**src/rtl/fpu_cmd_sequencer.sv**
```systemverilog
// rtl/fpu_cmd_sequencer.sv - round-robin command sequencer driving the byte-wide FPU register bus
module fpu_cmd_sequencer #(
   parameter int RD_WAIT = 2,
   parameter int TIMEOUT = 4096
) (
   input  logic        clk,
   input  logic        arst,
   input  logic [1:0]  req_valid,
   output logic [1:0]  req_ready,
   input  logic [63:0] req_op_a,
   input  logic [63:0] req_op_b,
   input  logic [15:0] req_op,
   output logic [1:0]  rsp_valid,
   input  logic [1:0]  rsp_ready,
   output logic [31:0] rsp_result,
   output logic        rsp_error,
   output logic [3:0]  fpu_addr,
   output logic [7:0]  fpu_wdata,
   input  logic [7:0]  fpu_rdata,
   output logic        fpu_cs_n,
   output logic        fpu_rd_n,
   output logic        fpu_wr_n,
   output logic        fpu_end_ack,
   input  logic        fpu_cmd_end,
   output logic        busy
);
   localparam int TW = $clog2(TIMEOUT + 1);
   localparam int RW = (RD_WAIT > 1) ? $clog2(RD_WAIT) : 1;

   typedef enum logic [2:0] {IDLE, WRITE, WAIT_END, READ, ACK, RESP} state_t;
   state_t state, state_nx;

   logic [31:0]   op_a, op_b;
   logic [7:0]    op;
   logic          gnt, last;
   logic [3:0]    acc;      // write access 0..9, then read byte 0..3
   logic [1:0]    phase;
   logic [RW-1:0] rwait;
   logic [TW-1:0] wcnt;
   logic          to_pulse;

   logic       any_req, gnt_nx, write_done, read_last, read_done, timeout_hit, accept;
   logic [7:0] wr_byte;

   always_comb begin
      state_nx    = state;
      fpu_cs_n    = 1'b1;
      fpu_rd_n    = 1'b1;
      fpu_wr_n    = 1'b1;
      fpu_addr    = 4'd0;
      fpu_wdata   = 8'd0;
      fpu_end_ack = to_pulse;
      rsp_valid   = 2'b00;
      busy        = (state != IDLE);
      any_req     = |req_valid;
      // on contention the requester not served last wins
      gnt_nx      = req_valid[1] & (~req_valid[0] | ~last);
      write_done  = (acc == 4'd9) && (phase == 2'd2);
      read_last   = (rwait == RW'(RD_WAIT - 1));
      read_done   = read_last && (acc == 4'd3);
      timeout_hit = (wcnt == TW'(TIMEOUT - 1));
      accept      = rsp_ready[gnt];
      if (acc < 4'd4)
         wr_byte = op_a[{acc[1:0], 3'b000} +: 8];
      else if (acc < 4'd8)
         wr_byte = op_b[{acc[1:0], 3'b000} +: 8];
      else if (acc == 4'd8)
         wr_byte = op;
      else
         wr_byte = 8'd0;

      case (state)
         IDLE: begin
            if (any_req) state_nx = WRITE;
         end
         WRITE: begin
            fpu_cs_n  = 1'b0;
            fpu_addr  = acc;
            fpu_wdata = wr_byte;
            fpu_wr_n  = (phase != 2'd1);
            if (write_done) state_nx = WAIT_END;
         end
         WAIT_END: begin
            if (fpu_cmd_end)      state_nx = READ;
            else if (timeout_hit) state_nx = RESP;
         end
         READ: begin
            fpu_cs_n = 1'b0;
            fpu_rd_n = 1'b0;
            fpu_addr = 4'd9 + acc;
            if (read_done) state_nx = ACK;
         end
         ACK: begin
            fpu_end_ack = 1'b1;
            if (!fpu_cmd_end) state_nx = RESP;
         end
         RESP: begin
            rsp_valid[gnt] = 1'b1;
            if (accept) state_nx = IDLE;
         end
         default: state_nx = IDLE;
      endcase
   end

   always_ff @(posedge clk or negedge arst) begin
      if (!arst) begin
         state      <= IDLE;
         req_ready  <= 2'b00;
         op_a       <= 32'd0;
         op_b       <= 32'd0;
         op         <= 8'd0;
         gnt        <= 1'b0;
         last       <= 1'b1;
         acc        <= 4'd0;
         phase      <= 2'd0;
         rwait      <= '0;
         wcnt       <= '0;
         to_pulse   <= 1'b0;
         rsp_result <= 32'd0;
         rsp_error  <= 1'b0;
      end else begin
         state     <= state_nx;
         req_ready <= 2'b00;
         to_pulse  <= 1'b0;
         case (state)
            IDLE: begin
               if (any_req) begin
                  gnt       <= gnt_nx;
                  req_ready <= gnt_nx ? 2'b10 : 2'b01;
                  op_a      <= gnt_nx ? req_op_a[63:32] : req_op_a[31:0];
                  op_b      <= gnt_nx ? req_op_b[63:32] : req_op_b[31:0];
                  op        <= gnt_nx ? req_op[15:8]    : req_op[7:0];
                  acc       <= 4'd0;
                  phase     <= 2'd0;
               end
            end
            WRITE: begin
               wcnt  <= '0;
               rwait <= '0;
               if (phase == 2'd2) begin
                  phase <= 2'd0;
                  acc   <= write_done ? 4'd0 : acc + 4'd1;
               end else begin
                  phase <= phase + 2'd1;
               end
            end
            WAIT_END: begin
               wcnt <= wcnt + TW'(1);
               if (!fpu_cmd_end && timeout_hit) begin
                  rsp_error  <= 1'b1;
                  rsp_result <= 32'd0;
                  to_pulse   <= 1'b1;
               end
            end
            READ: begin
               if (read_last) begin
                  rsp_result[{acc[1:0], 3'b000} +: 8] <= fpu_rdata;
                  rwait <= '0;
                  acc   <= acc + 4'd1;
               end else begin
                  rwait <= rwait + RW'(1);
               end
            end
            RESP: begin
               if (accept) begin
                  rsp_error <= 1'b0;
                  last      <= gnt;
               end
            end
            default: ;
         endcase
      end
   end
endmodule

```
**config.mk**
```make
export PLATFORM = sky130hd
export DESIGN_NAME = fpu_cmd_sequencer
export DESIGN_NICKNAME = d
export VERILOG_FILES = /design/src/rtl/fpu_cmd_sequencer.sv
export SDC_FILE = /design/constraint.sdc
export NUM_CORES = 1
export LEC_CHECK = 0
export ABC_CLOCK_PERIOD_IN_PS = 2600
export CAP_MARGIN = 20
export CELL_PAD_IN_SITES_DETAIL_PLACEMENT = 1
export CELL_PAD_IN_SITES_GLOBAL_PLACEMENT = 1
export CORE_MARGIN = 5
export CORE_UTILIZATION = 33
export DETAILED_ROUTE_END_ITERATION = 6
export GPL_ROUTABILITY_DRIVEN = 1
export PLACE_DENSITY = 0.79
export REMOVE_ABC_BUFFERS = 1
export SYNTH_ARGS = -nofsm -noshare
export SYNTH_HDL_FRONTEND = slang
export SYNTH_SLANG_ARGS = --single-unit
```
**constraint.sdc**
```tcl
create_clock -name clk -period 2.6 [get_ports clk]
set_input_delay 0.52 -clock clk [delete_from_list [all_inputs] [get_ports clk]]
set_output_delay 0.52 -clock clk [all_outputs]
set_load 0.02 [all_outputs]
```
==> results of run 1 <==
-- metal layers --
layer	global-route usage, %	vias up	wire length [µm]
met2	32.49	181	11440
met5	0	-	0
li1	-	2762	-
met4	4.289	0	233
met3	6.454	19	1730
met1	25.46	2994	10020
-- per-stage QoR --
step	util [%]	hold slack [ns]	area [µm²]	total power, mW	cells
2_1_floorplan	-	0.2244	6671	5.557	589
3_3_place_gp	46.58	0.4678	9485	7.159	1104
5_1_grt	50.42	0.06569	10270	10.74	1142
3_5_place_dp	46.58	0.4738	9485	7.308	1104
6_report	50.42	0.04272	10270	10.13	1142
4_1_cts	50.04	0.04210	10190	10.07	1141
-- worst reg2reg max path, delay by kind of cell, from the launching register on --
family | cells | cell delay [ns]
flip-flops | 1 | 0.38
adder cells (fa/ha/maj) | 1 | 0.19
AND/OR/NAND/NOR | 1 | 0.50
AO/OA/AOI/OAI | 3 | 0.73
buffers and inverters | 3 | 0.38
-- area by class of cell --
class / count / area [µm²]
clock inverters: 13 / 192.7
fillers: 2186 / 10100
inverters: 41 / 153.9
flip-flops and latches: 133 / 3331
repair buffers: 251 / 2482
clock buffers: 19 / 452.9
well taps: 270 / 337.8
multi-input cells: 415 / 3318
-- where the power goes --
group / switching, mW / leakage, nW / internal (mW)
registers: 0.477 / 1.54 / 2.72
clock network: 1.01 / 0.311 / 1.67
logic: 2.05 / 3.15 / 2.22
total: 3.53 / 5.00 / 6.60
-- sequential cells by signal, indices dropped and copies added, names as in the netlist --
register,count
last,1
rsp_error,1
op,8
op_a,32
gnt,1
acc,4
read_last,1
to_pulse,1
state,3
rsp_result,32
wcnt,13
phase,2
op_b,32
req_ready,2
-- Yosys cell counts (3+ instances only) --
cell,count
mux4_2,16
buf_2,12
ha_1,7
and2_1,3
inv_1,40
a22o_1,57
a21o_1,57
nand2b_1,3
nand3_1,8
a221oi_1,8
nand4_1,6
buf_1,8
xnor2_1,3
o211ai_2,3
nor2_1,12
mux2i_1,54
o211ai_1,4
dfrtp_1,132
o31ai_1,4
o21ai_0,34
nand2_1,69
clkbuf_1,23
nor3_1,13
a21oi_1,15
nand3b_1,3
-- cells by family after synthesis --
| kind of cell | Yosys count | share of synthesized area, % |
|---|---|---|
| AO/OA/AOI/OAI | 194 | 21.49 |
| AND/OR/NAND/NOR | 140 | 10.07 |
| flip-flops | 133 | 48.54 |
| buffers and inverters | 85 | 4.980 |
| multiplexers | 70 | 13.13 |
| adder cells (fa/ha/maj) | 7 | 1.277 |
| XOR/XNOR | 4 | 0.5109 |
-- worst max path at each step --
stage | startpoint | to | slack (ns)
CTS | acc[0] | fpu_wdata[5] | -0.14
detailed placement | acc[0] | fpu_wdata[5] | 0.008
global route | acc[0] | fpu_wdata[0] | -0.12
floorplan | req_valid[0] | req_ready[0] | -6.13
global placement | state[1] | fpu_wdata[5] | 0.01
finish | acc[0] | fpu_wdata[0] | -0.05
-- repair_timing --
action                                  CTS  global route
hold buffers                              0             0
gates resized for setup                  55            27
endpoints found under the setup margin   13            14
buffers inserted                          5             3
pin swaps                                 1             5
==> results.json, run 1 <==
{
  "status": "finished, violations left",
  "violations": "setup timing",
  "cp.depth": 7,
  "fmax_ghz": 0.3773,
  "post-place-ws_ns": 0.008135,
  "slew_viol_final": 0,
  "synth_warnings": 0,
  "fin_crit_sh_pct": 101.9,
  "cp_top_family": "buffers and inverters",
  "initial_core_util_pct": 33.68,
  "synth-seq-cells": 133,
  "p_leak_nw": 5.002,
  "ir_drop_mv": 0.5815,
  "via_count": 5956,
  "arrival_ns": 2.13,
  "syn_area_mm2": 0.006859,
  "wl_per_cell_um": 20.51,
  "grt_usage_pct": 19.72,
  "hold_path.class": "in2async",
  "clk_pin_slew_ns": 0.06,
  "die_w_um": 154.2,
  "nets": 1025,
  "rsz0062_at_grt": "true",
  "critPathMaxStageDelay_ns": 0.42,
  "ios": 213,
  "io_buffers": 212,
  "slowest_stage": "dfrtp_2",
  "yosysTopAreaCell": "dfrtp_1",
  "clock_latency_ns": 0.42,
  "core_mm2": 0.02036,
  "avgViaCountPerCell": 5.215,
  "start_kind": "flip-flop",
  "min_period_ns": 2.650,
  "synth-edff-count": 0,
  "clock_sinks": 133,
  "reg2regPathDepth": 8,
  "synthTopCellsByArea": "dfrtp_1 48%, mux2i_1 7.9%, a22o_1 7.3%",
  "final_common_cell": "clkdlybuf4s50_1",
  "async_flop_share_pct": 100.0,
  "fin_tns_setup_ns": -0.07542,
  "syn_avg_cell_area_um2": 10.84,
  "firstDrtPassIters": 4,
  "hold_viol_final": 0,
  "clk_path_buf_depth": 2,
  "layout_common_cells": "194 x clkdlybuf4s50_1, 131 x dfrtp_1, 69 x nand2_1, 57 x a21o_1, 57 x a22o_1",
  "yosysUniqueCellTypes": 55,
  "synth_top_area_share_pct": 48.16,
  "tightest_slew_ns": 0.7808,
  "antenna_left": 0,
  "syn_inst": 633,
  "critPathKind": "reg2out",
  "crit_fanout": 10,
  "cp.required_ns": 2.08,
  "antenna_found_initial": 0,
  "cap_violations": 0,
  "r2r_setup_slack_ns": 0.31,
  "gp_congestion": 0.8125,
  "cp-end-kind": "output port",
  "areaGrowthSynthToFinish_pct": 49.71,
  "finClkSkew_ns": 0.009219,
  "r2r_start": "acc[0]",
  "synthFlopType": "dfrtp_1",
  "diodes": 0,
  "grt_max_degree": 78,
  "cp_cell_sequence": "buf_12 > buf_12 > buf_4 > mux4_2 > a21oi_1 > nor3_1 > buf_2",
  "place_hpwl_mm": 16.84,
  "clock-root-buffer": "clkbuf_16",
  "critPathBufInv": 4,
  "slew_headroom_pct": 47.82,
  "h-tree-depth": 4,
  "ys_seq_area_share_pct": 48.54,
  "fp-row-count": 52,
  "worst_path_most_repeated_cell": "buf_12",
  "die_h_um": 154.2,
  "drc": 0,
  "grt_pass1_wl_mm": 37.21,
  "cts_buffers": 17,
  "finalSetupViolCount": 4,
  "drive_above_1_share_pct": 15.14,
  "die_area_mm2": 0.02377,
  "cts_tree": "built",
  "r2r_end": "state[2]",
  "grt_overflow": 0,
  "wirelength_mm": 23.42,
  "first_iter_violations": 234,
  "grt_pass1_vias": 6524,
  "fin_ws_ns": -0.05031,
  "powerDensity_mw_per_mm2": 986.7
}
Note: power is estimated with default switching activity, not from simulation.
==> run 2, diff against run 1 <==
- ABC_CLOCK_PERIOD_IN_PS: 2600 -> 3000
- CORE_UTILIZATION: 33 -> 36
- PLACE_DENSITY: 0.79 -> 0.82
- clock period: 2.6 -> 3 ns (I/O delays scaled with it)
==> results.json, run 2 (synthesis gave the netlist of run 1 again) <==
{
  "ir_drop_mv": 0.4963,
  "cts_tree": "built",
  "start_kind": "flip-flop",
  "crit_fanout": 14,
  "clk_pin_slew_ns": 0.06,
  "status": "finished clean",
  "firstDrtPassIters": 4,
  "drive_above_1_share_pct": 10.08,
  "grt_busiest_layer": "met2",
  "grt_pass1_wl_mm": 36.82,
  "critPathMaxStageDelay_ns": 0.53,
  "rsz0062_at_grt": "true",
  "antenna_found_initial": 0,
  "slew_headroom_pct": 52.94,
  "p_clk_share_pct": 26.3,
  "cp.required_ns": 2.40,
  "powerDensity_mw_per_mm2": 842.7,
  "gp_congestion": 0.7893,
  "final_util_pct": 53.22,
  "drc": 0,
  "fp-row-count": 50,
  "wl_per_cell_um": 21.66,
  "core_mm2": 0.01871,
  "swShare_pct": 34.97,
  "via_count": 6013,
  "p_comb_share_pct": 41.0,
  "wirelength_mm": 23.55,
  "whs_ns": 0.1283,
  "switching_power_mw": 2.933,
  "min_period_ns": 2.927,
  "grt_usage_pct": 21.56,
  "grt_pass1_vias": 6590,
  "total_power_mw": 8.389,
  "p_int_mw": 5.456,
  "met1_usage_pct": 25.04,
  "clock_sinks": 133,
  "grt_use_met2_pct": 36.88,
  "nets": 1006,
  "areaGrowthSynthToFinish_pct": 45.13,
  "layout_common_cells": "202 x clkdlybuf4s50_1, 131 x dfrtp_1, 69 x nand2_1, 57 x a21o_1, 57 x a22o_1",
  "slowest_stage": "mux4_2",
  "fill_cells": 1981,
  "register_area_mm2": 0.003331,
  "ios": 213,
  "finalSetupViolCount": 0,
  "antenna_left": 0,
  "use_met3_pct": 7.235,
  "hold_viol_final": 0,
  "die_area_mm2": 0.02191,
  "p_leak_nw": 4.796,
  "clk_path_buf_depth": 2,
  "arrival_ns": 2.33,
  "grt_max_degree": 85,
  "cp_cell_sequence": "buf_6 > mux4_2 > a221oi_1 > nor3_1 > dlygate4sd2_1",
  "avgViaCountPerCell": 5.532,
  "place_hpwl_mm": 16.53,
  "r2r_setup_slack_ns": 0.83,
  "io_buffers": 212,
  "slew_viol_final": 0,
  "final_common_cell": "clkdlybuf4s50_1",
  "grt_overflow": 0,
  "tightest_slew_ns": 0.7038,
  "critPathKind": "reg2out",
  "first_iter_violations": 318,
  "reg_top3": "op_a (32), op_b (32), rsp_result (32)",
  "cp-end-kind": "output port",
  "initial_core_util_pct": 36.67,
  "diodes": 0,
  "hold_path.class": "in2async",
  "fmax_ghz": 0.3416,
  "multi_input_area_mm2": 0.003223,
  "seqPwrFrac_pct": 32.7,
  "cts_buffers": 17,
  "clock_latency_ns": 0.43,
  "fin_crit_sh_pct": 97.58,
  "finClkSkew_ns": 0.01062,
  "die_w_um": 148.0,
  "clock-root-buffer": "clkbuf_16",
  "h-tree-depth": 4,
  "die_h_um": 148.0,
  "cap_violations": 0
}
run 2: changes by cell type in the layout (fill, tap and decap cells not counted), sizes merged:
cell / before / now
clkinv: 4 / 7
dlygate4sd2: 2 / 8
clkdlybuf4s50: 194 / 202
bufinv: 4 / 3
inv: 44 / 41
dlymetal6s2s: 4 / 1
buf: 50 / 21
run 2: final timing paths:
| check | to | cells past startpoint | start |
|---|---|---|---|
| worst max-delay path | fpu_wdata[6] | 5 | acc[0] |
| worst min-delay path | op_b[9] | 1 | arst |
| worst max register to register | rsp_result[12] | 5 | wcnt[0] |
| worst min register to register | op_b[3] | 2 | op_b[3] |
| max in group asynchronous | acc[0] | 2 | arst |
| min in group clk | op_b[3] | 2 | op_b[3] |
run 2: layer usage:
layer / vias to the layer above / share of wire [%]
li1: 2722 / -
met1: 3018 / 39
met2: 222 / 49
met3: 51 / 8.6
met4: 0 / 2.9
met5: - / 0
run 2: worst max-delay path, delay by kind of cell, from the launching register on:
kind / cells / cell delay, ns
AOI/OAI and AO/OA: 1 / 0.31
buffers and inverters: 2 / 0.60
DFF: 1 / 0.37
muxes: 1 / 0.53
and+or+nand+nor: 1 / 0.08
run 2: timing repair:
item	4_1_cts	5_1_grt
hold buffers	0	0
resized for setup	11	2
setup endpoints to repair	9	6
buffers inserted	0	0
run 2: final cells by class:
cell class / instances / share of cell area (%)
clock buffers: 20 / 4.688
clock inverters: 12 / 1.521
inverters: 41 / 1.546
multi-input cells: 415 / 32.38
flip-flops and latches: 133 / 33.46
well taps: 234 / 2.941
repair buffers: 232 / 23.47
run 2: power by group through the flow:
stage	Sequential [mW]	Clock, mW	Combinational [mW]
after floorplan	2.72	0	2.10
after global placement	2.73	0	3.31
after detailed placement	2.75	0	3.45
after CTS	2.74	2.25	3.47
after global routing	2.79	2.33	3.72
final	2.74	2.21	3.44
run 2: metrics by stage:
step,instance area (µm²),setup WS [ns],instances,TNS [ns]
CTS,9948,0.03310,1087,0
global route,9955,-0.02881,1087,-0.08995
finish,9955,0.07258,1087,0
floorplan,6671,-5.810,589,-382.49
detailed placement,9333,0.1966,1055,0
global placement,9333,0.2478,1055,0
==> run 3, diff against run 2 <==
- SLEW_MARGIN: default -> 0
==> results of run 3 <==
No change in the layout: final DEF, timing and power equal those of run 2.
